[config.mk]
export PLATFORM = sky130hd
export DESIGN_NAME = cpu_control
export DESIGN_NICKNAME = d
export VERILOG_FILES = /design/src/rtl/cpu_pkg.sv /design/src/rtl/cpu_alu.sv /design/src/rtl/cpu_control.sv
export SDC_FILE = /design/constraint.sdc
export NUM_CORES = 1
export LEC_CHECK = 0
export BUFFER_PORTS_ARGS = -buffer_cell sky130_fd_sc_hd__buf_2
export CAP_MARGIN = 20
export CELL_PAD_IN_SITES_DETAIL_PLACEMENT = 1
export CELL_PAD_IN_SITES_GLOBAL_PLACEMENT = 2
export CORE_ASPECT_RATIO = 0.5
export CORE_MARGIN = 1
export CORE_UTILIZATION = 29
export CTS_BUF_LIST = sky130_fd_sc_hd__clkbuf_16
export DETAILED_ROUTE_END_ITERATION = 6
export HOLD_SLACK_MARGIN = 0.02
export PLACE_DENSITY = 0.8
export SLEW_MARGIN = 20
export SYNTH_ARGS = -nofsm -noshare
export SYNTH_HDL_FRONTEND = slang
export SYNTH_SLANG_ARGS = --single-unit
[constraint.sdc]
create_clock -name clock -period 2.27 [get_ports clock]
set_input_delay 0.454 -clock clock [delete_from_list [all_inputs] [get_ports clock]]
set_output_delay 0.454 -clock clock [all_outputs]
set_load 0.03 [all_outputs]
[src/rtl/cpu_pkg.sv]
// Shared opcodes, condition codes, FSM states and widths for the 8-bit CPU core.
// Imported by cpu_alu and cpu_control.
package cpu_pkg;

  localparam int CPU_ADDR_W  = 8;
  localparam int CPU_DATA_W  = 8;
  localparam int CPU_INSTR_W = 16;
  localparam int OPC_W       = 4;

  typedef logic [OPC_W-1:0] opcode_t;

  localparam opcode_t OP_LOAD = 4'b0000;
  localparam opcode_t OP_AND  = 4'b0001;
  localparam opcode_t OP_ADD  = 4'b0100;
  localparam opcode_t OP_SUB  = 4'b0110;
  localparam opcode_t OP_JMP  = 4'b1000;
  localparam opcode_t OP_JCC  = 4'b1001;
  localparam opcode_t OP_IN   = 4'b1010;
  localparam opcode_t OP_OUT  = 4'b1110;
  localparam opcode_t OP_HALT = 4'b1111;

  localparam logic [1:0] CC_Z  = 2'b00;
  localparam logic [1:0] CC_NZ = 2'b01;
  localparam logic [1:0] CC_C  = 2'b10;
  localparam logic [1:0] CC_NC = 2'b11;

  typedef enum logic [2:0] {
    FETCH  = 3'd0,
    DECODE = 3'd1,
    EXEC   = 3'd2,
    MEMRD  = 3'd3,
    HALT   = 3'd4
  } state_t;

  function automatic logic cc_met(input logic [1:0] cc, input logic z, input logic c);
    logic met;
    case (cc)
      CC_Z:    met = z;
      CC_NZ:   met = !z;
      CC_C:    met = c;
      default: met = !c;
    endcase
    return met;
  endfunction

endpackage

[src/rtl/cpu_alu.sv]
// Combinational ALU for Load/Add/And/Sub; zero latency, no handshake.
// c is only meaningful for Add (carry), Sub (borrow) and And (cleared).
module cpu_alu
  import cpu_pkg::*;
#(
  parameter int DATA_W = CPU_DATA_W
) (
  input  logic [DATA_W-1:0] acc,
  input  logic [DATA_W-1:0] k,
  input  opcode_t           op,
  output logic [DATA_W-1:0] result,
  output logic              z,
  output logic              c
);

  logic [DATA_W:0] sum;

  assign sum = {1'b0, acc} + {1'b0, k};

  always_comb begin
    result = acc;
    c      = 1'b0;
    case (op)
      OP_LOAD: result = k;
      OP_ADD: begin
        result = sum[DATA_W-1:0];
        c      = sum[DATA_W];
      end
      OP_AND:  result = acc & k;
      OP_SUB: begin
        result = acc - k;
        c      = (acc < k);
      end
      default: ;
    endcase
  end

  assign z = (result == '0);

endmodule

[src/rtl/cpu_control.sv]
// Fetch/decode/execute sequencer: 3 cycles per instruction (Input 4); run=0 stalls in FETCH.
// CPU_HALT_EN enables opcode 1111 as a sticky HALT; otherwise 1111 is a NOP and halted is 0.
module cpu_control
  import cpu_pkg::*;
#(
  parameter int                ADDR_W   = CPU_ADDR_W,
  parameter int                DATA_W   = CPU_DATA_W,
  parameter int                INSTR_W  = CPU_INSTR_W,
  parameter logic [ADDR_W-1:0] RESET_PC = '0
) (
  input  logic               clock,
  input  logic               reset_n,
  input  logic               run,
  input  logic [INSTR_W-1:0] ram_dout,
  output logic [ADDR_W-1:0]  ram_addr,
  output logic [INSTR_W-1:0] ram_din,
  output logic               ram_we,
  output logic [DATA_W-1:0]  acc_out,
  output logic [ADDR_W-1:0]  pc_out,
  output logic               flag_z,
  output logic               flag_c,
  output logic               retire,
  output logic               halted
);

  state_t             state, state_nxt;
  logic [ADDR_W-1:0]  pc, pc_nxt;
  logic [INSTR_W-1:0] ir, ir_nxt;
  logic [DATA_W-1:0]  acc, acc_nxt;
  logic               z, z_nxt;
  logic               c, c_nxt;

  opcode_t            opcode;
  logic [1:0]         cc;
  logic [DATA_W-1:0]  k;
  logic [ADDR_W-1:0]  target;
  logic [DATA_W-1:0]  alu_result;
  logic               alu_z;
  logic               alu_c;
  logic               unused_ir_bits;

  assign opcode         = ir[INSTR_W-1 -: OPC_W];
  assign cc             = ir[INSTR_W-OPC_W-1 -: 2];
  assign k              = ir[DATA_W-1:0];
  assign target         = ir[ADDR_W-1:0];
  assign unused_ir_bits = ^ir[INSTR_W-OPC_W-3:DATA_W];

  cpu_alu #(.DATA_W(DATA_W)) u_alu (
    .acc    (acc),
    .k      (k),
    .op     (opcode),
    .result (alu_result),
    .z      (alu_z),
    .c      (alu_c)
  );

  always_ff @(posedge clock or negedge reset_n) begin
    if (!reset_n) begin
      state <= FETCH;
      pc    <= RESET_PC;
      ir    <= '0;
      acc   <= '0;
      z     <= 1'b0;
      c     <= 1'b0;
    end else begin
      state <= state_nxt;
      pc    <= pc_nxt;
      ir    <= ir_nxt;
      acc   <= acc_nxt;
      z     <= z_nxt;
      c     <= c_nxt;
    end
  end

  always_comb begin
    state_nxt = state;
    pc_nxt    = pc;
    ir_nxt    = ir;
    acc_nxt   = acc;
    z_nxt     = z;
    c_nxt     = c;
    ram_addr  = pc;
    ram_we    = 1'b0;
    retire    = 1'b0;

    case (state)
      FETCH: begin
        if (run) state_nxt = DECODE;
      end
      DECODE: begin
        ir_nxt    = ram_dout;
        state_nxt = EXEC;
      end
      EXEC: begin
        state_nxt = FETCH;
        retire    = 1'b1;
        pc_nxt    = pc + ADDR_W'(1);
        case (opcode)
          OP_LOAD: begin
            acc_nxt = alu_result;
            z_nxt   = alu_z;
          end
          OP_ADD, OP_AND, OP_SUB: begin
            acc_nxt = alu_result;
            z_nxt   = alu_z;
            c_nxt   = alu_c;
          end
          OP_IN: begin
            // Input completes in MEMRD once the registered read data arrives.
            ram_addr  = target;
            retire    = 1'b0;
            pc_nxt    = pc;
            state_nxt = MEMRD;
          end
          OP_OUT: begin
            ram_addr = target;
            ram_we   = 1'b1;
          end
          OP_JMP: pc_nxt = target;
          OP_JCC: begin
            if (cc_met(cc, z, c)) pc_nxt = target;
          end
`ifdef CPU_HALT_EN
          OP_HALT: begin
            pc_nxt    = pc;
            state_nxt = HALT;
          end
`endif
          default: ;
        endcase
      end
      MEMRD: begin
        acc_nxt   = ram_dout[DATA_W-1:0];
        z_nxt     = (ram_dout[DATA_W-1:0] == '0);
        retire    = 1'b1;
        pc_nxt    = pc + ADDR_W'(1);
        state_nxt = FETCH;
      end
`ifdef CPU_HALT_EN
      HALT: state_nxt = HALT;
`endif
      default: state_nxt = FETCH;
    endcase
  end

`ifdef CPU_HALT_EN
  assign halted = (state == HALT) || ((state == EXEC) && (opcode == OP_HALT));
`else
  assign halted = 1'b0;
`endif

  assign ram_din = {{(INSTR_W-DATA_W){1'b0}}, acc};
  assign acc_out = acc;
  assign pc_out  = pc;
  assign flag_z  = z;
  assign flag_c  = c;

endmodule

==> out/qor.txt <==
Outcome: complete, but fails checks
Failing checks: negative setup slack
Worst Path Buf+Inv: 1
Max-cap viol count: 0
Power per cell area: 1940 nW/um2
Global-route wire length before repair: 19.5 mm
I/O pin cnt: 64
Skew final: 0.00407 ns
Worst vdd ir: 0.592 mV
Sw power: 4400 uW
Clk_lat worst skew: 0.28 ns
H-Tree Depth: 2
Vias per cell: 5.37
CTS clock-pin slew for the worst setup and hold paths: 0.06 ns
Detailed Place HPWL: 9.17 mm
DRT iter0 DRCs: 216
Max incr delay on CP: 0.41 ns
Critical setup path kind: register to register
R2R Setup Slk: -0.16 ns
Die Span Y: 74.4 um
Pint: 4380 uW
Setup ws final: -0.159 ns
Post-Route WL: 13.1 mm
Yosys warns: 0
Nets: 547
Sequential fraction of the synthesis area: 0.280
Cells after synthesis: 374
RR Startpoint: acc_out[1]$_DFFE_PN0P_
Chip width: 147 um
RSZ-0062 raised after global routing: true
CTS root buffer: clkbuf_16
Proportion of layout cells with a drive suffix above 1: 0.466
Crit path max-delay cell type: dfrtp_2
Detailed Routing Iterations Pass 1: 4
Seq cells post-synth: 34
RR Endpoint: flag_z$_DFFE_PN0P_
Port bufs: 52
Switching Share: 0.501
Part of the power in combinational logic: 0.761
Post-place instance area: 3950 um2
Initial antenna violation count: 0
Core Box Area: 9790 um2
Final Hold Viols: 0
Slew Limit Fails: 0
CP top delay family: compound AO/OA/AOI/OAI gates
Worst EP arrival: 2.65 ns
Vias: 3456
Worst-Margin Slew: 0.878 ns
Final ANT Viol Nets: 0
Fmax: 412 MHz
CTS max path bufs: 2
Post-Syn Area: 3040 um2
Avg Synthesized Cell Area: 8.12 um2
Rel. slew slack: 0.415
Final period util: 1.07
# DRC: 0
Worst Path Max Fanout: 3
Setup violations, final: 6
Critical-path cell list: buf_6 -> ha_4 -> nand2b_4 -> a2111oi_4 -> or4_1 -> mux2i_1 -> a311o_1 -> o32ai_2 -> a31o_1
Number of fill cells in the layout: 1188
Total grt overflow: 0
Crit path time final: 2.43 ns
CP required: 2.49 ns
Clock group share of total power: 0.089
Design Area, Final: 4530 um2
Clk sink count: 34
CP Capture Type: register
Sequential share of power: 0.150
Tot GR Track Use: 0.235
Worst r2r path cells: 9
Post-synth ARST share: 1.00
Starting Density: 0.310
Largest net degree at the start of global routing: 35
Antenna cells: 0
Rows: 25
Leakage: 0.00206 uW
Crit start category: register
TritonCTS clock tree: done
GP Congestion: 0.821
Vias in the first global route: 3490
Post-synth EDFFs: 0
Ys flop type: dfrtp_1
Yosys cell types: 68
Design Power: 8790 uW
WL/cell: 20.4 um
Area Overhead vs Synth: 49.1%
Die ar.: 10900 um2
CTS buffer count: 5
Pre-CTS WS: -0.336 ns
Kind of path behind the tightest hold check: primary input to async pin
==> how the worst max path moves through the flow <==
stage,startpoint,depth (start not counted),endpoint,slack [ns]
2_1_floorplan,ir[15]$_DFFE_PN0N_,7,ram_addr[1],-0.17
4_1_cts,ir[0]$_DFFE_PN0N_,13,acc_out[6]$_DFFE_PN0P_,-0.15
5_1_grt,ir[0]$_DFFE_PN0N_,13,acc_out[6]$_DFFE_PN0P_,-0.25
3_3_place_gp,ir[0]$_DFFE_PN0N_,9,flag_z$_DFFE_PN0P_,-0.29
3_5_place_dp,acc_out[0]$_DFFE_PN0P_,11,flag_z$_DFFE_PN0P_,-0.34
6_report,acc_out[1]$_DFFE_PN0P_,9,flag_z$_DFFE_PN0P_,-0.16
==> power groups by stage <==
stage | clock network, uW | registers (uW) | logic [uW]
3_5_place_dp | 0 | 1280 | 5480
4_1_cts | 789 | 1290 | 5950
2_1_floorplan | 0 | 1450 | 3030
6_report | 782 | 1320 | 6690
3_3_place_gp | 0 | 1270 | 5360
5_1_grt | 813 | 1360 | 7100
==> layout by cell type, fill, tap and decap left out, types with 8 or more instances in the layout <==
| cell | instances |
|---|---|
| dfrtp_2 | 10 |
| dfrtp_1 | 24 |
| inv_1 | 16 |
| conb_1 | 9 |
| mux2i_1 | 9 |
| mux2_2 | 8 |
| nand3_1 | 10 |
| nor2_1 | 21 |
| buf_2 | 47 |
| buf_4 | 104 |
| a21oi_1 | 26 |
| nand2_1 | 40 |
| o21ai_0 | 35 |
==> cell families after synthesis <==
| group | synth area share |
|---|---|
| AO/OA/AOI/OAI | 0.261 |
| XOR/XNOR | 0.0115 |
| adder cells (fa/ha/maj) | 0.0873 |
| buffers and inverters | 0.0956 |
| flip-flops | 0.280 |
| multiplexers | 0.0626 |
| other | 0.00123 |
| AND/OR/NAND/NOR | 0.201 |
==> stage by stage <==
| stage | hold slack [ns] | util | setup TNS, ns | cells |
|---|---|---|---|---|
| finish | 0.296 | 0.463 | -0.570 | 644 |
| global route | 0.349 | 0.463 | -1.11 | 644 |
| CTS | 0.305 | 0.440 | -0.644 | 635 |
| detailed placement | 0.518 | 0.403 | -1.45 | 618 |
| global placement | 0.512 | 0.403 | -1.12 | 618 |
| floorplan | 0.158 | - | -1.31 | 382 |
==> Yosys cell counts, drive strengths merged, types with 3 or more instances <==
master / number / share of area
o31ai: 4 / 0.0099
nand2b: 7 / 0.014
nand2: 40 / 0.049
mux2: 8 / 0.030
nor3b: 3 / 0.0074
a21oi: 28 / 0.046
nor2b: 4 / 0.011
dfrtp: 34 / 0.28
ha: 18 / 0.074
o211ai: 3 / 0.0074
nand3: 10 / 0.016
or2: 6 / 0.012
clkbuf: 11 / 0.014
a21o: 4 / 0.0099
o22ai: 6 / 0.012
xnor2: 3 / 0.0087
nor2: 25 / 0.032
mux2i: 10 / 0.033
inv: 21 / 0.026
nor4: 5 / 0.010
nor3: 5 / 0.0082
o21ai: 43 / 0.072
buf: 25 / 0.056
==> flip-flops by register name (all words and copies together), names as in the netlist <==
name / cells
ir: 14
pc_out: 8
state: 2
flag_c: 1
acc_out: 8
flag_z: 1
==> layer usage <==
layer,global-route usage,up-vias,wire length (um)
li1,-,1585,-
met1,0.327,1739,6370
met2,0.379,115,5920
met3,0.0380,17,644
met4,0.0729,0,182
met5,0,-,0
==> area by class of cell <==
type | instances | area (um2) | area share
Tap cell | 135 | 169 | 0.0373
Clock buffer | 5 | 125 | 0.0276
Timing Repair Buffer | 155 | 1060 | 0.234
Multi-Input combinational cell | 291 | 2190 | 0.484
Inverter | 21 | 78.8 | 0.0174
Sequential cell | 34 | 863 | 0.191
Clock inverter | 3 | 37.5 | 0.00828
==> what timing repair did <==
item / in CTS / in global routing
hold buffers: 0 / 0
gates cloned: 0 / 0
endpoints found under the hold margin: 0 / 0
setup endpoints to repair: 15 / 17
gates resized for setup: 36 / 41
buffers inserted: 9 / 10
pin swaps: 12 / 17
Note: power is estimated with default switching activity, not from simulation.
